--- config.mk ---
export PLATFORM = sky130hd
export DESIGN_NAME = sim_watchdog
export DESIGN_NICKNAME = d
export VERILOG_FILES = /design/src/rtl/sim_watchdog_pkg.sv /design/src/rtl/sim_wd_idle_counter.sv /design/src/rtl/sim_watchdog.sv
export SDC_FILE = /design/constraint.sdc
export NUM_CORES = 1
export LEC_CHECK = 0
export CORE_MARGIN = 10
export CORE_UTILIZATION = 45
export CTS_CLUSTER_DIAMETER = 100
export DETAILED_ROUTE_END_ITERATION = 8
export GPL_TIMING_DRIVEN = 0
export PLACE_DENSITY_LB_ADDON = 0.08
export SLEW_MARGIN = 15
export SYNTH_ARGS = -nofsm -noshare
export SYNTH_HDL_FRONTEND = slang
export SYNTH_SLANG_ARGS = --single-unit
--- constraint.sdc ---
create_clock -name clk -period 4.6 [get_ports clk]
set_input_delay 0.92 -clock clk [delete_from_list [all_inputs] [get_ports clk]]
set_output_delay 0.92 -clock clk [all_outputs]
set_load 0.1 [all_outputs]
--- src/rtl/sim_watchdog_pkg.sv ---
// sim_watchdog_pkg
//   Shared types and helpers for the end-of-simulation watchdog.
//   wd_state_e : controller state, encoded as it appears on state_o
//   wd_cause_e : terminal cause, encoded as it appears on cause_o
//   ch_w()     : width of a channel index, never less than one bit
package sim_watchdog_pkg;

  typedef enum logic [1:0] {
    ST_IDLE  = 2'd0,
    ST_RUN   = 2'd1,
    ST_DRAIN = 2'd2,
    ST_DONE  = 2'd3
  } wd_state_e;

  typedef enum logic [1:0] {
    CAUSE_NONE    = 2'd0,
    CAUSE_HALT    = 2'd1,
    CAUSE_ERROR   = 2'd2,
    CAUSE_TIMEOUT = 2'd3
  } wd_cause_e;

  function automatic int ch_w(input int n);
    return (n > 1) ? $clog2(n) : 1;
  endfunction

endpackage

--- src/rtl/sim_wd_idle_counter.sv ---
// sim_wd_idle_counter
//   Per-channel inactivity timer and sticky halt latch.
//   clk, rst     : clock, asynchronous active-high reset
//   load_i       : arm edge; reload the timer and clear the halt latch
//   run_i        : controller is in RUN; timer and latch update
//   progress_i   : forward-progress strobe; reloads the timer
//   halt_i       : halt indication; sets the latch
//   halted_o     : latched halt (halts seen in earlier RUN cycles)
//   idle_o       : channel idles out this cycle
module sim_wd_idle_counter
  import sim_watchdog_pkg::*;
#(
  parameter int CNT_W        = 32,
  parameter int IDLE_TIMEOUT = 0
) (
  input  logic clk,
  input  logic rst,
  input  logic load_i,
  input  logic run_i,
  input  logic progress_i,
  input  logic halt_i,
  output logic halted_o,
  output logic idle_o
);

  localparam logic [CNT_W-1:0] RELOAD = CNT_W'(IDLE_TIMEOUT);

  logic [CNT_W-1:0] cnt_q, cnt_d;
  logic             hl_q, hl_d;

  always_comb begin
    cnt_d = cnt_q;
    hl_d  = hl_q;
    if (load_i) begin
      cnt_d = RELOAD;
      hl_d  = 1'b0;
    end else if (run_i) begin
      hl_d = hl_q | halt_i;
      if (progress_i) begin
        cnt_d = RELOAD;
      end else if (cnt_q != '0) begin
        cnt_d = cnt_q - CNT_W'(1);
      end
    end
  end

  always_ff @(posedge clk or posedge rst) begin
    if (rst) begin
      cnt_q <= '0;
      hl_q  <= 1'b0;
    end else begin
      cnt_q <= cnt_d;
      hl_q  <= hl_d;
    end
  end

  assign halted_o = hl_q;
  // A strobe in the same cycle as the counter reaching zero still counts as
  // progress, and a channel that has halted is never considered idle.
  assign idle_o   = (IDLE_TIMEOUT != 0) && (cnt_q == '0) && !progress_i && !hl_q;

endmodule

--- src/rtl/sim_watchdog.sv ---
// sim_watchdog
//   End-of-simulation controller: watches NUM_CH channels for progress,
//   halt and error, applies absolute and per-channel idle timeouts, drains
//   after an error and reports a single terminal cause.
//   clk, rst     : clock, asynchronous active-high reset
//   start_i      : arm, only looked at in IDLE
//   progress_i   : per-channel progress strobes
//   halt_i       : per-channel halt indications
//   error_i      : per-channel error indications
//   state_o      : current state
//   finish_o     : high while in DONE
//   cause_o      : terminal cause
//   error_o      : sticky error flag
//   err_ch_o     : lowest-index erroring channel
//   timed_out_o  : sticky absolute/idle timeout flag
//   idle_ch_o    : channels that idled out
//   cycles_o     : RUN cycles before the terminal event, saturating
//
//   state | meaning
//   IDLE  | waiting for start_i
//   RUN   | monitoring channels, counting cycles
//   DRAIN | post-error grace period, inputs ignored
//   DONE  | terminal, outputs held until reset
module sim_watchdog
  import sim_watchdog_pkg::*;
#(
  parameter int NUM_CH       = 1,
  parameter int CNT_W        = 32,
  parameter int ABS_TIMEOUT  = 10000,
  parameter int IDLE_TIMEOUT = 0,
  parameter int DRAIN_CYCLES = 5,
  parameter int HALT_ALL     = 1
) (
  input  logic                      clk,
  input  logic                      rst,
  input  logic                      start_i,
  input  logic [NUM_CH-1:0]         progress_i,
  input  logic [NUM_CH-1:0]         halt_i,
  input  logic [NUM_CH-1:0]         error_i,
  output logic [1:0]                state_o,
  output logic                      finish_o,
  output logic [1:0]                cause_o,
  output logic                      error_o,
  output logic [ch_w(NUM_CH)-1:0]   err_ch_o,
  output logic                      timed_out_o,
  output logic [NUM_CH-1:0]         idle_ch_o,
  output logic [CNT_W-1:0]          cycles_o
);

  localparam int CH_W = ch_w(NUM_CH);

  if (NUM_CH < 1) begin : g_chk_num_ch
    $error("sim_watchdog: NUM_CH must be at least 1");
  end
  if (((ABS_TIMEOUT >> CNT_W) != 0) || ((IDLE_TIMEOUT >> CNT_W) != 0) ||
      ((DRAIN_CYCLES >> CNT_W) != 0)) begin : g_chk_cnt_w
    $error("sim_watchdog: CNT_W too narrow for the timeout/drain parameters");
  end

  wd_state_e         state_q, state_d;
  wd_cause_e         cause_q, cause_d;
  logic              error_q, error_d;
  logic [CH_W-1:0]   err_ch_q, err_ch_d;
  logic              timed_out_q, timed_out_d;
  logic [NUM_CH-1:0] idle_ch_q, idle_ch_d;
  logic [CNT_W-1:0]  cycles_q, cycles_d;
  logic [CNT_W-1:0]  abs_cnt_q, abs_cnt_d;
  logic [CNT_W-1:0]  drain_cnt_q, drain_cnt_d;

  logic              arm, running;
  logic [NUM_CH-1:0] hl_vec, idle_vec, halt_seen;
  logic              err_any, abs_ev, hlt_ev;
  logic [CH_W-1:0]   err_idx;

  assign arm     = (state_q == ST_IDLE) && start_i;
  assign running = (state_q == ST_RUN);

  for (genvar g = 0; g < NUM_CH; g++) begin : g_ch
    sim_wd_idle_counter #(
      .CNT_W        (CNT_W),
      .IDLE_TIMEOUT (IDLE_TIMEOUT)
    ) u_idle (
      .clk        (clk),
      .rst        (rst),
      .load_i     (arm),
      .run_i      (running),
      .progress_i (progress_i[g]),
      .halt_i     (halt_i[g]),
      .halted_o   (hl_vec[g]),
      .idle_o     (idle_vec[g])
    );
  end

  assign halt_seen = hl_vec | halt_i;
  assign hlt_ev    = (HALT_ALL != 0) ? (&halt_seen) : (|halt_seen);
  assign abs_ev    = (ABS_TIMEOUT != 0) && (abs_cnt_q == '0);

  // Written so that an unknown error_i fails the all-zero test and is
  // treated as an error in simulation.
  always_comb begin
    err_any = 1'b1;
    if (error_i == '0) begin
      err_any = 1'b0;
    end
  end

  always_comb begin
    err_idx = '0;
    for (int c = NUM_CH - 1; c >= 0; c--) begin
      if (error_i[c]) begin
        err_idx = CH_W'(c);
      end
    end
  end

  always_comb begin
    state_d     = state_q;
    cause_d     = cause_q;
    error_d     = error_q;
    err_ch_d    = err_ch_q;
    timed_out_d = timed_out_q;
    idle_ch_d   = idle_ch_q;
    cycles_d    = cycles_q;
    abs_cnt_d   = abs_cnt_q;
    drain_cnt_d = drain_cnt_q;
    unique case (state_q)
      ST_IDLE: begin
        if (start_i) begin
          state_d   = ST_RUN;
          abs_cnt_d = CNT_W'(ABS_TIMEOUT);
          cycles_d  = '0;
        end
      end
      ST_RUN: begin
        abs_cnt_d = (abs_cnt_q != '0) ? abs_cnt_q - CNT_W'(1) : '0;
        if (err_any) begin
          error_d     = 1'b1;
          cause_d     = CAUSE_ERROR;
          err_ch_d    = err_idx;
          drain_cnt_d = CNT_W'(DRAIN_CYCLES);
          state_d     = (DRAIN_CYCLES == 0) ? ST_DONE : ST_DRAIN;
        end else if (abs_ev || (idle_vec != '0)) begin
          timed_out_d = 1'b1;
          cause_d     = CAUSE_TIMEOUT;
          idle_ch_d   = idle_vec;
          state_d     = ST_DONE;
        end else if (hlt_ev) begin
          cause_d = CAUSE_HALT;
          state_d = ST_DONE;
        end else begin
          cycles_d = (&cycles_q) ? cycles_q : cycles_q + CNT_W'(1);
        end
      end
      ST_DRAIN: begin
        // Loaded with DRAIN_CYCLES on the error edge and left at zero, so
        // DONE arrives DRAIN_CYCLES+1 edges after the error edge.
        if (drain_cnt_q == '0) begin
          state_d = ST_DONE;
        end else begin
          drain_cnt_d = drain_cnt_q - CNT_W'(1);
        end
      end
      ST_DONE: begin
      end
      default: state_d = ST_IDLE;
    endcase
  end

  always_ff @(posedge clk or posedge rst) begin
    if (rst) begin
      state_q     <= ST_IDLE;
      cause_q     <= CAUSE_NONE;
      error_q     <= 1'b0;
      err_ch_q    <= '0;
      timed_out_q <= 1'b0;
      idle_ch_q   <= '0;
      cycles_q    <= '0;
      abs_cnt_q   <= '0;
      drain_cnt_q <= '0;
    end else begin
      state_q     <= state_d;
      cause_q     <= cause_d;
      error_q     <= error_d;
      err_ch_q    <= err_ch_d;
      timed_out_q <= timed_out_d;
      idle_ch_q   <= idle_ch_d;
      cycles_q    <= cycles_d;
      abs_cnt_q   <= abs_cnt_d;
      drain_cnt_q <= drain_cnt_d;
    end
  end

  always @(posedge clk) begin
    if (!rst && (state_q == ST_RUN)) begin
      assert (!$isunknown({start_i, progress_i, halt_i, error_i}));
    end
  end

  assign state_o     = state_q;
  assign finish_o    = (state_q == ST_DONE);
  assign cause_o     = cause_q;
  assign error_o     = error_q;
  assign err_ch_o    = err_ch_q;
  assign timed_out_o = timed_out_q;
  assign idle_ch_o   = idle_ch_q;
  assign cycles_o    = cycles_q;

endmodule

==> results.cfg <==
[placement]
port-buffer-count = 42
place_hpwl_um = 9950
place_inst = 839
place_congestion = 0.862
dp_slack_ns = 1.16

[synthesis]
syn_area_per_cell_um2 = 9.02
syn_inst = 627
synthArstFlopShare_pct = 100
syn_area_um2 = 5650
yosysUniqueCellTypes = 54
ys_warn_count = 0
synth_ff_type = dfrtp_1
synth-seq-cells = 103
synth_edf_count = 0
yosysSeqAreaShare_pct = 45.6

[timing]
fmax_ghz = 0.301
maxSlewViolCount = 0
setup_violations = 0
slew-limit-headroom_pct = 33.1
clock_skew_ns = 0.0131
hold_slack_ns = 0.491
tightest_slew_ns = 1.00
layout_min_cycle_time_ns = 3.32
fin_ws_ns = 1.28
min_period_over_period_pct = 72.2
rsz0062_at_grt = no
final_hold_viol_count = 0

[clock_tree]
clk_pin_slew_ns = 0.08
numCtsBuffers = 9
tritoncts = yes
holdBufCountCts = 0
clk_latency_ns = 0.36
cts-root-buf = clkbuf_16
cts.path.max_buffers = 2
numClockSinks = 103
cts_setup_buffers = 0
ctsResizeCount = 0
ctsHtreeMaxLevel = 3

[floorplan]
start_util_pct = 46.5
die_area_um2 = 17400
ioPinCount = 47
core_region_area_um2 = 12200
row_count = 40
die_h_um = 132
die_width_um = 132

[global_routing]
grt_use_total_pct = 16.2
met1_usage_pct = 20.4
grtUsageMet3_pct = 4.88
grt.overflow.total = 0
grt_max_degree = 63
grt_pass1_wl_um = 23600
grt-busiest-layer = met2
grt_pass1_vias = 4697
grt_antenna_before_repair = 0
use_met2_pct = 26.2

[flow_run]
maxCapViolCount = 0

[setup_path]
rr_startpoint = abs_cnt_q[0]$_DFFE_PP0P_
critical_path_class = register to register
critPathLaunchType = register
worstPathArrival_ns = 3.56
critPathRequiredTime_ns = 4.84
cp-startpoint = abs_cnt_q[0]$_DFFE_PP0P_
crit_fanout = 10
endpoint_kind = register

[power_and_ir_drop]
powerDensity_nw_per_um2 = 572
ir_worst_vdd_uv = 250
p_leak_nw = 2.75

[route]
wire_per_inst_um = 16.3
finalWirelength_um = 13900
drtPass1Iterations = 4
vias = 4796
drc = 0
drt_iter0_markers = 302
drtAntennaViolNets = 0
vias_per_cell = 5.62

[layout]
final_nets = 696
layout_common_cells = dfrtp_1, nor2_1, nand2_1
stdcell_count = 854
drive_gt1_share_pct = 5.39
n_fill_cell = 1156
final_common_cell = dfrtp_1
num_antenna_cells = 0
area_growth_pct = 17.1

[run_status]
outcome = finished, final reports clean

[worst_hold_path]
hp-class = register to register
holdCritStartpoint = error_o$_DFFE_PP0P_
## worst paths after layout
| check | end | slack (ns) | depth (start not counted) |
|---|---|---|---|
| hold reg to reg | error_o$_DFFE_PP0P_ | 0.49 | 1 |
| setup reg to reg | abs_cnt_q[25]$_DFFE_PP0P_ | 1.28 | 10 |
| setup / recovery | abs_cnt_q[25]$_DFFE_PP0P_ | 1.28 | 10 |
| hold / removal | error_o$_DFFE_PP0P_ | 0.49 | 1 |
| max in group asynchronous | abs_cnt_q[21]$_DFFE_PP0P_ | 3.03 | 3 |
| min in group asynchronous | drain_cnt_q[12]$_DFFE_PP0P_ | 0.95 | 2 |
## synthesized netlist by cell type, types with 7 or more instances
master / number / share of area, %
o31ai_1: 13 / 1.7
a21oi_1: 31 / 2.7
nor2_1: 93 / 6.2
or3_1: 23 / 2.5
inv_1: 17 / 1.1
xnor2_1: 49 / 7.6
nand2_1: 50 / 3.3
dfrtp_1: 103 / 46
clkbuf_1: 26 / 1.7
ha_1: 8 / 1.8
nand4_1: 8 / 0.89
nand3_1: 17 / 1.5
or4_1: 24 / 3.2
a211oi_1: 11 / 1.5
or2_2: 7 / 0.77
xor2_1: 7 / 1.1
nor3_1: 21 / 1.9
nor4_1: 22 / 2.4
o21ai_0: 27 / 2.4
## through the flow
stage	utilization, %	cell area [um2]	TNS [ns]	power (mW)
final	54.4	6620	0	3.78
after CTS	54.4	6620	0	3.81
after floorplan	-	5660	0	2.56
after detailed placement	52.0	6320	0	3.00
after global routing	54.4	6620	0	4.06
after global placement	51.7	6290	-74.27	2.97
## power by group
group	total (mW)	leakage, nW	switching [mW]	internal, mW
combinational	1.76	1.23	1.21	0.550
clock	0.784	0.145	0.335	0.448
sequential	1.24	1.38	0.168	1.07
## kinds of logic (layout without fill, tap and decap cells)
| family | count (synthesis) | after routing | share of synthesized area, % |
|---|---|---|---|
| adders and majority gates | 8 | 8 | 1.77 |
| muxes | 4 | 4 | 0.730 |
| AOI/OAI and AO/OA | 108 | 108 | 12.2 |
| DFF | 103 | 103 | 45.6 |
| other | 1 | 2 | 0.0663 |
| and+or+nand+nor | 297 | 297 | 27.4 |
| xor gates and xnor gates | 56 | 56 | 8.68 |
| buffers and inverters | 50 | 108 | 3.54 |
## per-layer routing
metal	up-vias	wire [um]	part of all wire (%)
met3	16	618	4.4
met5	-	0	0
met2	77	6680	48
met1	2359	6410	46
met4	0	204	1.5
li1	2344	-	-
## layout make-up
cell class	count	area, um2	share of cell area [%]
multi-input combinational	475	2880	43.5
clock buffer	12	256	3.88
inverter	17	68.8	1.04
tap	168	210	3.18
buffer	33	136	2.06
sequential	103	2580	38.9
timing repair buffer	43	448	6.77
clock inverter	3	42.5	0.643
## registers in the layout, summed over array words and instances, names as in the netlist
signal                cells
error_o                   1
timed_out_o               1
cause_o                   2
cycles_o                 32
g_ch.u_idle.halted_o      1
state_o                   2
abs_cnt_q                32
drain_cnt_q              32
## worst max-delay path, stage by stage (launching register included)
cell and delay [ns]:
dfrtp_1 0.42, inv_1 0.07, ha_1 0.17, nor3b_1 0.69, nand4_1 0.28, clkbuf_1 0.29, or3_1 0.43, nand3_1 0.12
clkbuf_1 0.45, nor3_1 0.10, o21bai_1 0.17
(Power assumes the default switching activity.)
